File: src/rtl/debounce_event_arbiter.sv
// Per-channel switch debouncer feeding a round-robin, single-slot event queue.
// Define DEBOUNCE_RELEASE_EN to debounce falling edges too; otherwise releases are immediate.
module debounce_event_arbiter #(
  parameter int N          = 4,
  parameter int TICK_DIV   = 16,
  parameter int STABLE_CNT = 7
) (
  input  logic                 CLK,
  input  logic                 RST_N,
  input  logic [N-1:0]         RAW,
  output logic [N-1:0]         CLEAN,
  output logic                 EVT_VALID,
  input  logic                 EVT_READY,
  output logic [$clog2(N)-1:0] EVT_ID,
  output logic                 EVT_TYPE,
  output logic                 OVERRUN
);

  localparam int IDW = $clog2(N);
  localparam int CW  = $clog2(STABLE_CNT + 1);
  localparam int PW  = $clog2(TICK_DIV);
`ifdef DEBOUNCE_RELEASE_EN
  localparam bit RELEASE_EN = 1'b1;
`else
  localparam bit RELEASE_EN = 1'b0;
`endif

  logic [N-1:0]   sync1_q, sync2_q;
  logic [PW-1:0]  presc_q, presc_d;
  logic           tick;
  logic [CW-1:0]  cnt_q [N];
  logic [CW-1:0]  cnt_d [N];
  logic [N-1:0]   clean_q, clean_d;
  logic [N-1:0]   raise, raise_type;
  logic [N-1:0]   pend_q, pend_d, ptype_q, ptype_d;
  logic [N-1:0]   grant_oh;
  logic           evt_valid_q, evt_valid_d;
  logic [IDW-1:0] evt_id_q, evt_id_d;
  logic           evt_type_q, evt_type_d;
  logic           overrun_q, overrun_d;
  logic [IDW-1:0] rr_ptr_q, rr_ptr_d;
  logic           load, grant_any;
  logic [IDW-1:0] grant_id, idx_w;

  always_comb begin
    tick    = (presc_q == PW'(TICK_DIV - 1));
    presc_d = tick ? '0 : presc_q + 1'b1;
  end

  // A counter hitting STABLE_CNT-1 on a tick is the increment that reaches STABLE_CNT.
  always_comb begin
    clean_d    = clean_q;
    raise      = '0;
    raise_type = '0;
    for (int unsigned i = 0; i < N; i++) begin
      cnt_d[i] = cnt_q[i];
      if (!RELEASE_EN && !sync2_q[i] && clean_q[i]) begin
        clean_d[i] = 1'b0;
        cnt_d[i]   = '0;
        raise[i]   = 1'b1;
      end else if (tick) begin
        if (sync2_q[i] != clean_q[i]) begin
          if (cnt_q[i] == CW'(STABLE_CNT - 1)) begin
            clean_d[i]    = ~clean_q[i];
            cnt_d[i]      = '0;
            raise[i]      = 1'b1;
            raise_type[i] = ~clean_q[i];
          end else begin
            cnt_d[i] = cnt_q[i] + 1'b1;
          end
        end else begin
          cnt_d[i] = '0;
        end
      end
    end
  end

  always_comb begin
    load      = !evt_valid_q || EVT_READY;
    grant_any = 1'b0;
    grant_id  = '0;
    idx_w     = '0;
    for (int unsigned k = 0; k < N; k++) begin
      idx_w = IDW'((32'(rr_ptr_q) + k) % N);
      if (!grant_any && pend_q[idx_w]) begin
        grant_any = 1'b1;
        grant_id  = idx_w;
      end
    end
    for (int unsigned i = 0; i < N; i++) begin
      grant_oh[i] = load && grant_any && (grant_id == IDW'(i));
    end

    // A channel granted this edge keeps its new event pending without overrun.
    pend_d    = (pend_q & ~grant_oh) | raise;
    ptype_d   = (ptype_q & ~raise) | (raise_type & raise);
    overrun_d = overrun_q | (|(raise & pend_q & ~grant_oh));

    evt_valid_d = evt_valid_q;
    evt_id_d    = evt_id_q;
    evt_type_d  = evt_type_q;
    rr_ptr_d    = rr_ptr_q;
    if (load) begin
      evt_valid_d = grant_any;
      if (grant_any) begin
        evt_id_d   = grant_id;
        evt_type_d = ptype_q[grant_id];
        rr_ptr_d   = (grant_id == IDW'(N - 1)) ? '0 : grant_id + 1'b1;
      end
    end
  end

  always_ff @(posedge CLK) begin
    if (!RST_N) begin
      sync1_q     <= '0;
      sync2_q     <= '0;
      presc_q     <= '0;
      clean_q     <= '0;
      pend_q      <= '0;
      ptype_q     <= '0;
      evt_valid_q <= 1'b0;
      evt_id_q    <= '0;
      evt_type_q  <= 1'b0;
      overrun_q   <= 1'b0;
      rr_ptr_q    <= '0;
      for (int unsigned i = 0; i < N; i++) cnt_q[i] <= '0;
    end else begin
      sync1_q     <= RAW;
      sync2_q     <= sync1_q;
      presc_q     <= presc_d;
      clean_q     <= clean_d;
      pend_q      <= pend_d;
      ptype_q     <= ptype_d;
      evt_valid_q <= evt_valid_d;
      evt_id_q    <= evt_id_d;
      evt_type_q  <= evt_type_d;
      overrun_q   <= overrun_d;
      rr_ptr_q    <= rr_ptr_d;
      for (int unsigned i = 0; i < N; i++) cnt_q[i] <= cnt_d[i];
    end
  end

  assign CLEAN     = clean_q;
  assign EVT_VALID = evt_valid_q;
  assign EVT_ID    = evt_id_q;
  assign EVT_TYPE  = evt_type_q;
  assign OVERRUN   = overrun_q;

endmodule

File: config.mk
export PLATFORM = sky130hd
export DESIGN_NAME = debounce_event_arbiter
export DESIGN_NICKNAME = d
export VERILOG_FILES = /design/src/rtl/debounce_event_arbiter.sv
export SDC_FILE = /design/constraint.sdc
export NUM_CORES = 1
export LEC_CHECK = 0
export BUFFER_PORTS_ARGS = -buffer_cell sky130_fd_sc_hd__buf_2
export CORE_ASPECT_RATIO = 0.6
export CORE_MARGIN = 2
export CORE_UTILIZATION = 30
export CTS_BUF_LIST = sky130_fd_sc_hd__clkbuf_8
export CTS_CLUSTER_SIZE = 10
export DETAILED_ROUTE_END_ITERATION = 10
export GPL_ROUTABILITY_DRIVEN = 0
export GPL_TIMING_DRIVEN = 0
export PLACE_DENSITY = 0.49
export SETUP_SLACK_MARGIN = 0.15
export SYNTH_ARGS = -nofsm -noshare
export SYNTH_HDL_FRONTEND = slang
export SYNTH_SLANG_ARGS = --single-unit
File: constraint.sdc
create_clock -name CLK -period 4.9 [get_ports CLK]
set_input_delay 0.735 -clock CLK [delete_from_list [all_inputs] [get_ports CLK]]
set_output_delay 0.735 -clock CLK [all_outputs]
set_load 0.03 [all_outputs]
==> results.cfg <==
[placement]
place_inst = 310
dp.final_hpwl_um = 3061
port_buffers = 14
dpl-instance-area_sq_um = 2135

[clock_tree]
numCtsBuffers = 5
cts_resized = 0
postCtsSetupRepairBufs = 0
path_clk_slew_ns = 0.08
cts_tree = yes
cts_max_path_buffers = 2
insertion_delay_ns = 0.31
cts-root-buf = clkbuf_8
h-tree-depth = 2
cts_sinks = 43
ctsHoldBuffers = 0

[route]
drtAntennaViolNets = 0
vias = 1518
routed_wl_um = 4176
vias_per_cell = 4.774
drt_iter0_drc = 61
wire_per_inst_um = 13.13
remaining_drc_errors = 0
first_pass_iters = 4

[layout]
drive_gt1_frac = 0.1410
nFillCells = 655
postLayoutCoreUtil = 0.3620
fin_nets = 249
multi_input_area_sq_um = 1028
final_cell_area_sq_um = 2252
diodes = 0
fin_cells = 318
area_delta_synth_final_pct = 14.94
regArea_sq_um = 860.8

[yosys]
synth.most_common_cell = dfxtp_1
synth-async-reset-ratio = 0
yosys.area_share.simple = 0.2739
synth_top_area_frac = 0.4393
yosys.area_share.adder = 0.05747
synth_xor_area_frac = 0.02235
synth_compound_area_frac = 0.1507
syn_area_per_cell_sq_um = 9.242
synthCells = 212
synthMuxAreaShare = 0.02043
synth_area_leader_cell = dfxtp_1
synth_fp_nets = 228
syn_area_sq_um = 1959
ys.flop_type = dfxtp_1
synth_top_family_by_area = simple AND/OR/NAND/NOR gates
synthTopCellsByArea = dfxtp_1, nor2_1, ha_1, nor4_4, a21oi_1
ys_ff_latch = 43
ys_types = 38
synth_edf_count = 0
ys_warn_count = 0
synth_common_cells = dfxtp_1, nor2_1, a21oi_1
synth-seq-area-share = 0.4393

[die]
die_h_um = 66.60
die_x_um = 108.3
rows = 22
core-area_sq_um = 6221
die_area_sq_um = 7215
ios = 16
start_util = 0.3150

[power_and_ir_drop]
leakagePower_nw = 0.8215
ir_worst_vdd_uv = 100.3
power_density_nw_per_um2 = 298.9

[grt]
grt_pass1_vias = 1416
groute.usage.overall = 0.1328
grt_max_degree = 14
antenna_found_initial = 0
gr-total-overflow = 0
grt_first_pass_wirelength_um = 7086

[worst_setup_path]
cp_cell_sequence = or3b_2, o221ai_1, inv_1, ha_1, a21boi_0, o21ai_1, a41oi_2
startpoint = pend_q[2]
critPathKind = reg -> reg
slowest_delay_ns = 0.47
r2r-start = pend_q[2]
worst-path-buf-inv = 1
crit_path_max_fanout = 5
crit_required_ns = 5.14
cpMaxStageDelayCell = or3b_2
setup.worst_path.start_class = register
cp_top_family = compound AO/OA/AOI/OAI gates
worst_setup_path_end_kind = register
critPathArrivalTime_ns = 2.28

[status]
status = complete, no violations

[sta]
layout_min_cycle_time_ns = 2.047
fin_setup_tns_ns = 0
hold_viol = 0
finalSetupViolCount = 0
slew-limit-headroom = 0.6437
skew_ns = 0.005083
grt_setup_unrepaired = no
slew_violations = 0
fmax_mhz = 488.5
post-route-period-util = 0.4178
tightestPinTransition_ns = 0.5345

[job]
drv_cap = 0

[min_path]
hp-class = reg -> reg
holdCritStartpoint = sync1_q[2]
## through the flow
| step | setup slack, ns | hold WS, ns | total power, W |
|---|---|---|---|
| floorplan | 3.118 | 0.4119 | 0.0003798 |
| global placement | 2.899 | 0.4133 | 0.0003868 |
| detailed placement | 2.883 | 0.4187 | 0.0003869 |
| CTS | 2.868 | 0.4387 | 0.0006831 |
| global route | 2.667 | 0.4680 | 0.0007046 |
| finish | 2.853 | 0.4355 | 0.0006733 |
## registers in the layout (all words and copies together), names as in the netlist, named ones only
register and cells:
cnt_q 12, CLEAN 4, pend_q 4, presc_q 4, sync1_q 4, sync2_q 4, EVT_ID 2, rr_ptr_q 2
EVT_TYPE 1, EVT_VALID 1, OVERRUN 1
## layout by cell type (no fill, tap or decap), types with 9 or more instances in the layout
cell type  count
nor2_1        31
dfxtp_1       43
ha_1           9
inv_1          9
nand2_1       12
o21ai_0       10
nor3_1         9
buf_2         16
a21oi_1       13
## final cells by class
cell class	count	share of cell area
buffer	7	0.01611
clock buffer	6	0.03667
clock inverter	2	0.01556
inverter	9	0.01500
multi-input combinational	153	0.4567
sequential	43	0.3822
tap	84	0.04667
timing repair buffer	14	0.03111
## final timing paths
| path | cells past startpoint | end | slack, ns |
|---|---|---|---|
| worst min-delay path | 1 | sync2_q[2] | 0.44 |
| worst min register to register | 1 | sync2_q[2] | 0.44 |
| worst max-delay path | 7 | OVERRUN | 2.85 |
| worst max register to register | 7 | OVERRUN | 2.85 |
## metal layers
metal,GRT usage,vias to the layer above,wire length [um]
met3,0.04207,6,212
li1,-,784,-
met1,0.1934,701,2307
met2,0.1769,27,1592
met5,0,-,0
met4,0.05288,0,63
## where the power goes
part / switching, W / internal (W) / total (W)
logic: 0.0000130 / 0.00000829 / 0.0000213
clock network: 0.000130 / 0.000165 / 0.000295
registers: 0.00000260 / 0.000354 / 0.000357
total: 0.000146 / 0.000527 / 0.000673
## worst register-to-register path, cell delays in order (launching register included)
cell      delay (ns)
dfxtp_1         0.42
or3b_2          0.47
o221ai_1        0.18
inv_1           0.17
ha_1            0.21
a21boi_0        0.23
o21ai_1         0.11
a41oi_2         0.18
## logic make-up after synthesis
group,Yosys count
mux,4
buf+inv,16
compound gates,45
simple gates,90
fa+ha+maj,9
xor+xnor,5
flops,43
Note: power is estimated with default switching activity, not from simulation.
